--- src/rtl/vga_sync_gen.sv ---
// vga_sync_gen: VGA raster timing generator for the Pong datapath.
//
// A prescaler divides clk into pixel ticks. x and y count pixels and lines
// and are read by the paddle and ball logic. The output stage is registered:
// hsync and vsync (both active-low), endofframe, and the blank-gated colour.
// All of these appear one clk after the x/y they were computed from.
//
// Optional build macro: VGA_TEST_PATTERN_EN. When it is defined, rgb_in is
// ignored and the visible area shows eight vertical colour bars.
//
// Ports:
//   clk        in   system clock
//   reset_n    in   asynchronous active-low reset
//   rgb_in     in   {red[2:0], green[2:0], blue[1:0]} from the graphics mux
//   x, y       out  current pixel / line counters
//   video_on   out  combinational: x/y lie in the visible area
//   pixel_tick out  one-clk pulse on the clk where the counters advance
//   endofframe out  registered: high while y is in vertical blanking
//   hsync      out  registered, active-low
//   vsync      out  registered, active-low
//   red, green, blue  out  registered, blank-gated colour
module vga_sync_gen #(
    parameter int unsigned CLK_DIV   = 2,
    parameter int unsigned H_DISPLAY = 640,
    parameter int unsigned H_FRONT   = 16,
    parameter int unsigned H_SYNC    = 96,
    parameter int unsigned H_BACK    = 48,
    parameter int unsigned V_DISPLAY = 480,
    parameter int unsigned V_FRONT   = 10,
    parameter int unsigned V_SYNC    = 2,
    parameter int unsigned V_BACK    = 33
) (
    input  logic       clk,
    input  logic       reset_n,
    input  logic [7:0] rgb_in,
    output logic [9:0] x,
    output logic [9:0] y,
    output logic       video_on,
    output logic       pixel_tick,
    output logic       endofframe,
    output logic       hsync,
    output logic       vsync,
    output logic [2:0] red,
    output logic [2:0] green,
    output logic [1:0] blue
);

    localparam int unsigned H_TOTAL = H_DISPLAY + H_FRONT + H_SYNC + H_BACK;
    localparam int unsigned V_TOTAL = V_DISPLAY + V_FRONT + V_SYNC + V_BACK;

    localparam logic [2:0] DIV_LAST     = 3'(CLK_DIV - 1);
    localparam logic [9:0] H_LAST       = 10'(H_TOTAL - 1);
    localparam logic [9:0] V_LAST       = 10'(V_TOTAL - 1);
    localparam logic [9:0] H_DISP       = 10'(H_DISPLAY);
    localparam logic [9:0] V_DISP       = 10'(V_DISPLAY);
    localparam logic [9:0] H_SYNC_FIRST = 10'(H_DISPLAY + H_FRONT);
    localparam logic [9:0] H_SYNC_LAST  = 10'(H_DISPLAY + H_FRONT + H_SYNC - 1);
    localparam logic [9:0] V_SYNC_FIRST = 10'(V_DISPLAY + V_FRONT);
    localparam logic [9:0] V_SYNC_LAST  = 10'(V_DISPLAY + V_FRONT + V_SYNC - 1);

    logic [2:0] div_q, div_d;
    logic [9:0] x_q, x_d;
    logic [9:0] y_q, y_d;
    logic       hsync_q, hsync_d;
    logic       vsync_q, vsync_d;
    logic       eof_q, eof_d;
    logic [7:0] rgb_q, rgb_d;
    logic [7:0] pix_colour;

`ifdef VGA_TEST_PATTERN_EN
    localparam logic [9:0] BAR_W = 10'(H_DISPLAY / 8);
    logic [2:0] bar_idx;
    logic       unused_rgb_in;
    assign unused_rgb_in = ^rgb_in;
`endif

    // Prescaler and raster counters
    always_comb begin
        // Gated by reset_n so that CLK_DIV = 1 shows no tick while in reset
        pixel_tick = reset_n && (div_q == DIV_LAST);
        div_d      = pixel_tick ? 3'd0 : div_q + 3'd1;
        x_d        = x_q;
        y_d        = y_q;
        if (pixel_tick) begin
            if (x_q == H_LAST) begin
                x_d = 10'd0;
                y_d = (y_q == V_LAST) ? 10'd0 : y_q + 10'd1;
            end else begin
                x_d = x_q + 10'd1;
            end
        end
    end

    // Output stage: computed from the current counters every clk
    always_comb begin
        video_on = (x_q < H_DISP) && (y_q < V_DISP);
        hsync_d  = !((x_q >= H_SYNC_FIRST) && (x_q <= H_SYNC_LAST));
        vsync_d  = !((y_q >= V_SYNC_FIRST) && (y_q <= V_SYNC_LAST));
        eof_d    = (y_q >= V_DISP);
`ifdef VGA_TEST_PATTERN_EN
        bar_idx    = 3'(x_q / BAR_W);
        pix_colour = {{3{bar_idx[2]}}, {3{bar_idx[1]}}, {2{bar_idx[0]}}};
`else
        pix_colour = rgb_in;
`endif
        rgb_d = video_on ? pix_colour : 8'd0;
    end

    always_ff @(posedge clk or negedge reset_n) begin
        if (!reset_n) begin
            div_q   <= 3'd0;
            x_q     <= 10'd0;
            y_q     <= 10'd0;
            hsync_q <= 1'b1;
            vsync_q <= 1'b1;
            eof_q   <= 1'b0;
            rgb_q   <= 8'd0;
        end else begin
            div_q   <= div_d;
            x_q     <= x_d;
            y_q     <= y_d;
            hsync_q <= hsync_d;
            vsync_q <= vsync_d;
            eof_q   <= eof_d;
            rgb_q   <= rgb_d;
        end
    end

    assign x          = x_q;
    assign y          = y_q;
    assign hsync      = hsync_q;
    assign vsync      = vsync_q;
    // Driven straight from a flop because downstream logic clocks on it
    assign endofframe = eof_q;
    assign red        = rgb_q[7:5];
    assign green      = rgb_q[4:2];
    assign blue       = rgb_q[1:0];

endmodule

--- config.mk ---
export PLATFORM = sky130hd
export DESIGN_NAME = vga_sync_gen
export DESIGN_NICKNAME = d
export VERILOG_FILES = /design/src/rtl/vga_sync_gen.sv
export SDC_FILE = /design/constraint.sdc
export NUM_CORES = 1
export LEC_CHECK = 0
export ABC_AREA = 1
export CORE_ASPECT_RATIO = 0.75
export CORE_MARGIN = 1
export CORE_UTILIZATION = 25
export CTS_CLUSTER_SIZE = 40
export DETAILED_ROUTE_END_ITERATION = 12
export GPL_TIMING_DRIVEN = 0
export PLACE_DENSITY_LB_ADDON = 0.3
export SETUP_SLACK_MARGIN = 0.4
export SLEW_MARGIN = 30
export SYNTH_ARGS = -nofsm -noshare
export SYNTH_HDL_FRONTEND = slang
export SYNTH_SLANG_ARGS = --single-unit
--- constraint.sdc ---
create_clock -name clk -period 1.8 [get_ports clk]
set_input_delay 0.18 -clock clk [delete_from_list [all_inputs] [get_ports clk]]
set_output_delay 0.18 -clock clk [all_outputs]
set_load 0.005 [all_outputs]
Yosys cells after proc, flatten, opt, wreduce, memory -nomap -nowiden. Index checks and enable logic that the tools add are counted.

Add/subtract/negate cells: 3. Magnitude comparators: 7. Equal/unequal tests: 3. Mux-type cells: 4. Reductions and logical operators: 7.

Operator list (count): 10-bit by 1-bit adder with 10-bit output, second input constant (2); 10-bit equality test, second input constant (2); 10-bit by 9-bit >= comparator with 1-bit output, second input constant (2); 10-bit two-way mux (2); 10-bit >= comparator, second input constant (1); 10-bit <= comparator, second input constant (1); 10-bit by 9-bit <= comparator with 1-bit output, second input constant (1); 10-bit < comparator, second input constant (1); 10-bit by 9-bit < comparator with 1-bit output, second input constant (1); 8-bit two-way mux (1); 1-bit logical AND (4); 3-bit by 1-bit adder with 3-bit output, second input constant (1); 3-bit by 1-bit equality test with 1-bit output, second input constant (1); 3-bit two-way mux (1); 1-bit zero test (2); 2-bit AND reduction (1).

Register bits after elaboration: 34. Output and inout port bits: 33.

Depth between registers and ports, before layout. Gate-level depths: netlist (run 1).

Word-level depth: 3. Mapped depth: 8. Depth with buffers taken out: 8.

Worst setup path after synthesis (run 1). Ideal clock, no wire load.

Path type: register to register. From: register x_q[0], in the netlist x[0]. To: register y_q[1], in the netlist y[1]. Library setup time: 74 ps. Data arrival time: 1314 ps. Data required time: 1726 ps. Setup slack: 412 ps. Stages on the path, launching flop included: 9. Period minus slack after synthesis: 1388 ps. Cells stage by stage: dfrtp_1 -> ha_1 -> nand2_2 -> nor2_4 -> nand3_2 -> nor2_4 -> buf_6 -> nand3_1 -> o21ai_2.

Longest elaborated chain between the ends: 2.

Ends and longest elaborated chain: start: declaration (line 62) `logic [9:0] x_q, x_d;`; start signal: assignment (line 112) `x_q <= 10'd0;`; start signal: assignment (line 120) `x_q <= x_d;`; 10-bit equality test (line 85) `if (x_q == H_LAST) begin`; 2-bit AND reduction (no line); end signal: assignment (line 121) `y_q <= y_d;`; end: declaration (line 63) `logic [9:0] y_q, y_d;`.

Every way passes these cells. A chain may end at the register's enable or synchronous reset.

Worst setup path after layout (run 1).
From: register x_q[7], in the netlist x[7]. To: register y_q[3], in the netlist y[3].

The elaborated chain is that of the path after synthesis.

==> reports/qor.csv, run 1 <==
stage;metric;value;unit
setup_path;arrival time at the worst endpoint;1.66;ns
pwr;Int Power;1.57;mW
pwr;power per cell area;776;nW/um^2
global_routing;grt met1 use;16.8;%
setup_path;critical setup path kind;flip-flop to flip-flop;
status;violations in the final reports;negative hold slack;
synthesis;number of nets produced by synthesis;227;
synthesis;register area share after synthesis;48.8;%
setup_path;kind of end point of the critical path;flip-flop;
drt;Pre-antenna DRT Iters;6;
drt;vias per inst;4.26;
placement;detailed placement HPWL;2830;um
timing;Worst Skew;0.00696;ns
synthesis;Syn Inst Count;210;
global_routing;met3 Resource Use GR;4.51;%
die;standard cell core area;6540;um^2
global_routing;vias in the first global route;1636;
cells_and_area;number of antenna cells inserted;0;
drt;Total Routed Length;4650;um
cells_and_area;nets@finish;325;
cts;post-CTS clock slew at the launch and capture registers of the worst setup and hold paths;0.07;ns
cts;# H-tree levels;2;
setup_path;end of the worst register-to-register path;y[3]$_DFFE_PN0P_;
global_routing;Congestion Overflow GR;0;
pwr;proportion of power drawn by the clock network;25.7;%
global_routing;total routing resource utilization after global routing;13.7;%
drt;final routed wire length divided by cell count;12.0;um
synthesis;#FFs+latches synth;34;
synthesis;Post-synth EDFFs;0;
timing;Tcrit/Tclk final;80.4;%
cells_and_area;most frequent cells in the layout;sky130_fd_sc_hd__buf_4 (41), sky130_fd_sc_hd__nand2_1 (38), sky130_fd_sc_hd__inv_1 (30);
placement;Final GP Congestion;0.834;
cts;CTS root buf;sky130_fd_sc_hd__clkbuf_8;
cts;TritonCTS clock tree;done;
cells_and_area;fraction of final layout cells sized beyond drive strength 1;33.8;%
synthesis;Synth Flop Type;sky130_fd_sc_hd__dfrtp_1;
global_routing;first-pass GRT wire length;7640;um
cts;number of buffers added by the clock tree synthesis step;5;
drt;via count;1657;
synthesis;largest cells by area after synthesis;sky130_fd_sc_hd__dfrtp_1 (46%), sky130_fd_sc_hd__nand2_1 (9.0%), sky130_fd_sc_hd__inv_1 (7.1%);
synthesis;combined area of all synthesized cells;1750;um^2
synthesis;Synth warnings;0;
min_path;classification of the worst-slack hold path;input port to asynchronous set/reset pin;
timing;headroom to the max-slew limit;60.0;%
synthesis;top cell type by total area after synthesis;sky130_fd_sc_hd__dfrtp_1;
pwr;switch share;30.5;%
cells_and_area;number of standard cells in the layout, taps in and fillers out;389;
timing;transition time at the pin with the least slew margin;0.598;ns
timing;worst hold margin;-0.0481;ns
cts;Worst-Skew Late Latency;0.28;ns
timing;Min Clock Period, post-route;1.45;ns
pwr;Switch Pwr;0.688;mW
synthesis;fraction of registers with async set or reset after synthesis;100;%
cts;number of buffers inserted by hold repair at cts;1;
die;cell row count;25;
drt;count of antenna-violating nets left after detailed routing;0;
placement;Buffers on Ports;42;
timing;minimum setup slack in the final design;0.352;ns
timing;Max Slew Vio Count;0;
die;die height;74.4;um
setup_path;flop-to-flop setup slack;0.35;ns
global_routing;global-route track usage on met2;23.2;%
global_routing;maximum number of pins on one net before global-route repair;21;
pwr;portion of total power attributed to combinational logic;32.0;%
pwr;Static Leak;1.50;nW
pwr;maximum ir drop on the vdd rail;0.000316;V
cells_and_area;area growth from synthesis to final layout;66.4;%
placement;DP Worst Slack;-0.104;ns
timing;peak clock frequency supported by timing;0.691;GHz
timing;Fin. Hold Viols;21;
flow_run;Max-cap violations;0;
setup_path;Reg2Reg Launch Point;x[7]$_DFFE_PN0N_;
cells_and_area;most common cell after layout, fill and taps aside;sky130_fd_sc_hd__buf_4;
die;area of the die;7330;um^2
synthesis;average instance area after synthesis;8.32;um^2
cts;number of sinks handled by clock tree synthesis;34;
global_routing;antenna violations before repair;0;
drt;drt first-iter violations;58;
timing;Setup Viol. Count Final;0;
placement;Cells after DPL;334;
timing;unrepaired setup endpoints after global routing;true;
die;number of ports placed on the die boundary;43;
die;Die Width;98.6;um
status;result of the run;finished with violations;
pwr;overall power;2.26;mW
global_routing;layer carrying the most global-route usage;met2;
setup_path;launching element type of the critical path;flip-flop;
cts;maximum count of clock buffers along a single path;2;
pwr;sequential fraction of design power;42.4;%
setup_path;critical-path maximum fanout;6;
die;Initial Util;26.7;%
setup_path;Required @ worst endpoint;2.02;ns
synthesis;share of the synthesized area in the top cell type;45.8;%
setup_path;number of cell instances on the worst register-to-register path;8;
synthesis;count of distinct cell types in the synthesized netlist;26;
drt;number of remaining DRC errors;0;
[cell type report]
type	instances	area, um^2
Buffer	1	11.3
Fill cell	652	3630
Tap cell	81	101
Sequential cell	34	868
Timing Repair Buffer	91	846
Multi-Input combinational cell	139	851
Inverter	36	145
Clock buffer	7	86.3
[routing by layer]
| metal | vias to the layer above | part of all wire, % |
|---|---|---|
| li1 | 854 | - |
| met1 | 764 | 47 |
| met2 | 37 | 46 |
| met3 | 2 | 6.2 |
| met4 | 0 | 0.62 |
| met5 | - | 0 |
[cell usage after synthesis (2+ instances only)]
cell type and count:
sky130_fd_sc_hd__ha_1 7, sky130_fd_sc_hd__nor2_4 2, sky130_fd_sc_hd__dfrtp_1 32, sky130_fd_sc_hd__nand2_1 42, sky130_fd_sc_hd__nor3_1 2, sky130_fd_sc_hd__inv_2 2, sky130_fd_sc_hd__nand3_1 19, sky130_fd_sc_hd__nor2_1 32
sky130_fd_sc_hd__inv_1 33, sky130_fd_sc_hd__nand4_1 6, sky130_fd_sc_hd__xnor2_1 2, sky130_fd_sc_hd__o21ai_1 2, sky130_fd_sc_hd__o21ai_0 8, sky130_fd_sc_hd__xor2_1 8, sky130_fd_sc_hd__dfstp_2 2
[cell families (layout without fill, tap and decap cells)]
family | count (synthesis) | after routing | share of synthesized area [%]
AOI/OAI and AO/OA | 13 | 13 | 4.22
and+or+nand+nor | 109 | 109 | 28.6
xor gates and xnor gates | 10 | 10 | 5.01
buffers and inverters | 37 | 135 | 8.38
adders and majority gates | 7 | 7 | 5.01
DFF | 34 | 34 | 48.8
[critical path: stages, from the launching register on]
cell and delay, ns:
sky130_fd_sc_hd__dfrtp_2 0.45, sky130_fd_sc_hd__inv_1 0.07, sky130_fd_sc_hd__nand2_1 0.05, sky130_fd_sc_hd__nor2_1 0.19, sky130_fd_sc_hd__nand3_4 0.13, sky130_fd_sc_hd__nor2_4 0.19, sky130_fd_sc_hd__buf_6 0.16, sky130_fd_sc_hd__nand3b_1 0.08
sky130_fd_sc_hd__nand2_1 0.07
[per-stage QoR]
step	instance area (um^2)	TNS (ns)	utilization (%)	hold WS [ns]
after floorplan	1750	0	-	-0.116
after global placement	2270	-36.76	34.7	0.458
after detailed placement	2290	-0.199	35.1	0.140
after CTS	2750	0	42.1	-0.0537
after global routing	2910	0	44.5	-0.0598
final	2910	0	44.5	-0.0481
[registers in the layout, summed over array words and instances (netlist names)]
| register | count |
|---|---|
| x | 10 |
| y | 10 |
| div_q | 3 |
| vsync | 1 |
| endofframe | 1 |
| hsync | 1 |
| rgb_q | 8 |
[power by group through the flow]
stage          clock network (mW)  registers (mW)  logic (mW)
6_report                    0.579           0.957       0.722
5_1_grt                     0.648           0.973       0.795
4_1_cts                     0.602           0.958       0.674
3_5_place_dp                    0            1.01       0.483
3_3_place_gp                    0            1.01       0.466
2_1_floorplan                   0           0.994       0.229
[how the worst max path moves through the flow]
stage                     start                to  cells after the start
5_1_grt        y[5]$_DFFE_PN0P_          video_on                      6
2_1_floorplan  x[0]$_DFFE_PN0N_  y[1]$_DFFE_PN0P_                      8
3_3_place_gp            reset_n        pixel_tick                      4
6_report       x[7]$_DFFE_PN0N_  y[3]$_DFFE_PN0P_                      8
3_5_place_dp            reset_n        pixel_tick                      5
4_1_cts        y[5]$_DFFE_PN0P_          video_on                      6
[what timing repair did]
action | 4_1_cts | 5_1_grt
resized for setup | 55 | 29
hold endpoints to repair | 13 | 21
buffers inserted | 36 | 10
cloned | 1 | 0
setup endpoints to repair | 39 | 35
pin swaps | 10 | 9
Power figures use the tool's default switching activity.
==> run 2, diff against run 1 <==
==> constraint.sdc (replaced) <==
create_clock -name clk -period 1.3 [get_ports clk]
set_input_delay 0.13 -clock clk [delete_from_list [all_inputs] [get_ports clk]]
set_output_delay 0.13 -clock clk [all_outputs]
set_load 0.005 [all_outputs]
==> reports/qor.csv, run 2 (same netlist as run 1, synthesis figures left out) <==
stage;metric;value;unit
status;result of the run;finished with violations;
status;violations in the final reports;negative hold slack, negative setup slack;
cts;number of sinks handled by clock tree synthesis;34;
cts;# H-tree levels;2;
pwr;power per cell area;1150;nW/um^2
cts;maximum count of clock buffers along a single path;2;
global_routing;antenna violations before repair;0;
placement;detailed placement HPWL;2770;um
timing;headroom to the max-slew limit;70.2;%
setup_path;end of the worst register-to-register path;y[7]$_DFFE_PN0P_;
placement;Cells after DPL;334;
cells_and_area;area growth from synthesis to final layout;83.2;%
setup_path;arrival time at the worst endpoint;1.62;ns
timing;worst hold margin;-0.213;ns
drt;count of antenna-violating nets left after detailed routing;0;
die;number of ports placed on the die boundary;43;
timing;unrepaired setup endpoints after global routing;true;
cells_and_area;FILL cells;582;
drt;vias per inst;4.37;
cts;Worst-Skew Late Latency;0.29;ns
setup_path;critical-path maximum fanout;5;
timing;Tcrit/Tclk final;108;%
cells_and_area;most common cell after layout, fill and taps aside;sky130_fd_sc_hd__buf_6;
timing;transition time at the pin with the least slew margin;0.446;ns
cells_and_area;sequential cell area in the final layout;867;um^2
die;Die Width;98.6;um
drt;final routed wire length divided by cell count;12.5;um
timing;minimum setup slack in the final design;-0.110;ns
cts;number of buffers added by the clock tree synthesis step;5;
cells_and_area;fraction of final layout cells sized beyond drive strength 1;54.5;%
setup_path;Reg2Reg Launch Point;x[0]$_DFFE_PN0N_;
die;cell row count;25;
setup_path;launching element type of the critical path;flip-flop;
timing;peak clock frequency supported by timing;0.709;GHz
drt;via count;1755;
global_routing;maximum number of pins on one net before global-route repair;26;
setup_path;critical setup path kind;flip-flop to flip-flop;
global_routing;Congestion Overflow GR;0;
drt;Pre-antenna DRT Iters;6;
die;Initial Util;26.7;%
placement;Buffers on Ports;42;
die;die height;74.4;um
setup_path;Required @ worst endpoint;1.51;ns
cells_and_area;nets@finish;337;
drt;drt first-iter violations;100;
cts;CTS root buf;sky130_fd_sc_hd__clkbuf_8;
pwr;maximum ir drop on the vdd rail;0.000540;V
drt;number of remaining DRC errors;0;
cells_and_area;number of standard cells in the layout, taps in and fillers out;402;
cts;post-CTS clock slew at the launch and capture registers of the worst setup and hold paths;0.08;ns
setup_path;flop-to-flop setup slack;-0.11;ns
pwr;Static Leak;1.54;nW
cts;number of buffers inserted by hold repair at cts;1;
timing;Min Clock Period, post-route;1.41;ns
cts;TritonCTS clock tree;done;
die;area of the die;7330;um^2
flow_run;Max-cap violations;0;
setup_path;kind of end point of the critical path;flip-flop;
timing;Fin. Hold Viols;22;
setup_path;number of cell instances on the worst register-to-register path;8;
placement;Final GP Congestion;0.775;
setup_path;worst setup path endpoint;y[7]$_DFFE_PN0P_;
drt;Total Routed Length;5010;um
cells_and_area;number of antenna cells inserted;0;
cells_and_area;Finished Core Util;49.0;%
cells_and_area;area of combinational cells with multiple inputs;1000;um^2
timing;Setup Viol. Count Final;18;
global_routing;vias in the first global route;1722;
global_routing;total routing resource utilization after global routing;14.2;%
global_routing;first-pass GRT wire length;8100;um
timing;Max Slew Vio Count;0;
min_path;classification of the worst-slack hold path;input port to asynchronous set/reset pin;
timing;Worst Skew;0.0181;ns
die;standard cell core area;6540;um^2
setup_path;worst setup path start;x[0]$_DFFE_PN0N_;
cells_and_area;most frequent cells in the layout;sky130_fd_sc_hd__buf_6 (46), sky130_fd_sc_hd__nand2_1 (35), sky130_fd_sc_hd__inv_1 (27), sky130_fd_sc_hd__buf_4 (27), sky130_fd_sc_hd__dfrtp_1 (21);
==> run 2: cell types whose count changed in the layout (fill, tap and decap cells not counted), sizes merged, moves of 8 or more <==
| cell | before | now |
|---|---|---|
| dlygate4sd2 | 9 | 0 |
| dlymetal6s2s | 8 | 0 |
| buf | 52 | 95 |
| clkdlybuf4s50 | 22 | 8 |
==> run 2: layout make-up <==
class / instances / share of cell area [%]
buffer: 1 / 0.352
clock buffer: 7 / 2.38
clock inverter: 1 / 0.938
inverter: 36 / 4.69
multi-input combinational: 139 / 31.3
sequential: 34 / 27.1
tap: 81 / 3.17
timing repair buffer: 103 / 30.1
==> run 2: timing repair <==
item / CTS / global route
resized for setup: 214 / 53
setup buffers: 49 / 8
endpoints found under the setup margin: 67 / 66
hold endpoints to repair: 10 / 22
pin swaps: 14 / 19
cloned: 2 / 0
==> run 2: power breakdown <==
part	total, mW	leakage [nW]	internal, mW	switching [mW]
logic	1.36	1.09	0.741	0.614
registers	1.34	0.396	1.21	0.136
clock network	0.975	0.0524	0.575	0.401
total	3.67	1.54	2.52	1.15
==> run 2: worst min-delay path by stage <==
stage,startpoint,to,cells after the start
finish,reset_n,x[2]$_DFFE_PN0N_,2
global route,reset_n,y[1]$_DFFE_PN0P_,2
CTS,reset_n,x[2]$_DFFE_PN0N_,2
detailed placement,reset_n,rgb_q[1]$_DFF_PN0_,1
global placement,div_q[0]$_DFF_PN0_,div_q[0]$_DFF_PN0_,1
floorplan,reset_n,div_q[0]$_DFF_PN0_,0
==> run 2: per-stage QoR <==
stage | total power [mW] | hold slack (ns) | setup slack (ns) | setup TNS [ns] | instance area (um^2)
detailed placement | 2.07 | 0.0264 | -0.539 | -4.62 | 2300
global placement | 2.05 | 0.461 | -1.91 | -65.44 | 2290
CTS | 3.52 | -0.197 | -0.145 | -1.58 | 2950
global route | 3.89 | -0.199 | -0.232 | -3.65 | 3200
finish | 3.67 | -0.213 | -0.110 | -1.28 | 3200
floorplan | 1.71 | -0.166 | -0.0776 | -0.561 | 1770
==> run 2: critical path, stage by stage (launching register included) <==
cell and delay, ns:
sky130_fd_sc_hd__dfrtp_1 0.41, sky130_fd_sc_hd__ha_4 0.17, sky130_fd_sc_hd__nand2_4 0.07, sky130_fd_sc_hd__nor2_4 0.13, sky130_fd_sc_hd__nand3_4 0.11, sky130_fd_sc_hd__nor2_4 0.19, sky130_fd_sc_hd__buf_6 0.16, sky130_fd_sc_hd__nand3_2 0.05
sky130_fd_sc_hd__o21ai_1 0.08
==> run 2: per-layer routing <==
| layer | global-route usage (%) | routed length (um) | vias to the layer above |
|---|---|---|---|
| li1 | - | - | 879 |
| met1 | 18.1 | 2300 | 820 |
| met2 | 23.2 | 2390 | 50 |
| met3 | 4.51 | 277 | 6 |
| met4 | 4.81 | 42 | 0 |
| met5 | 0 | 0 | - |
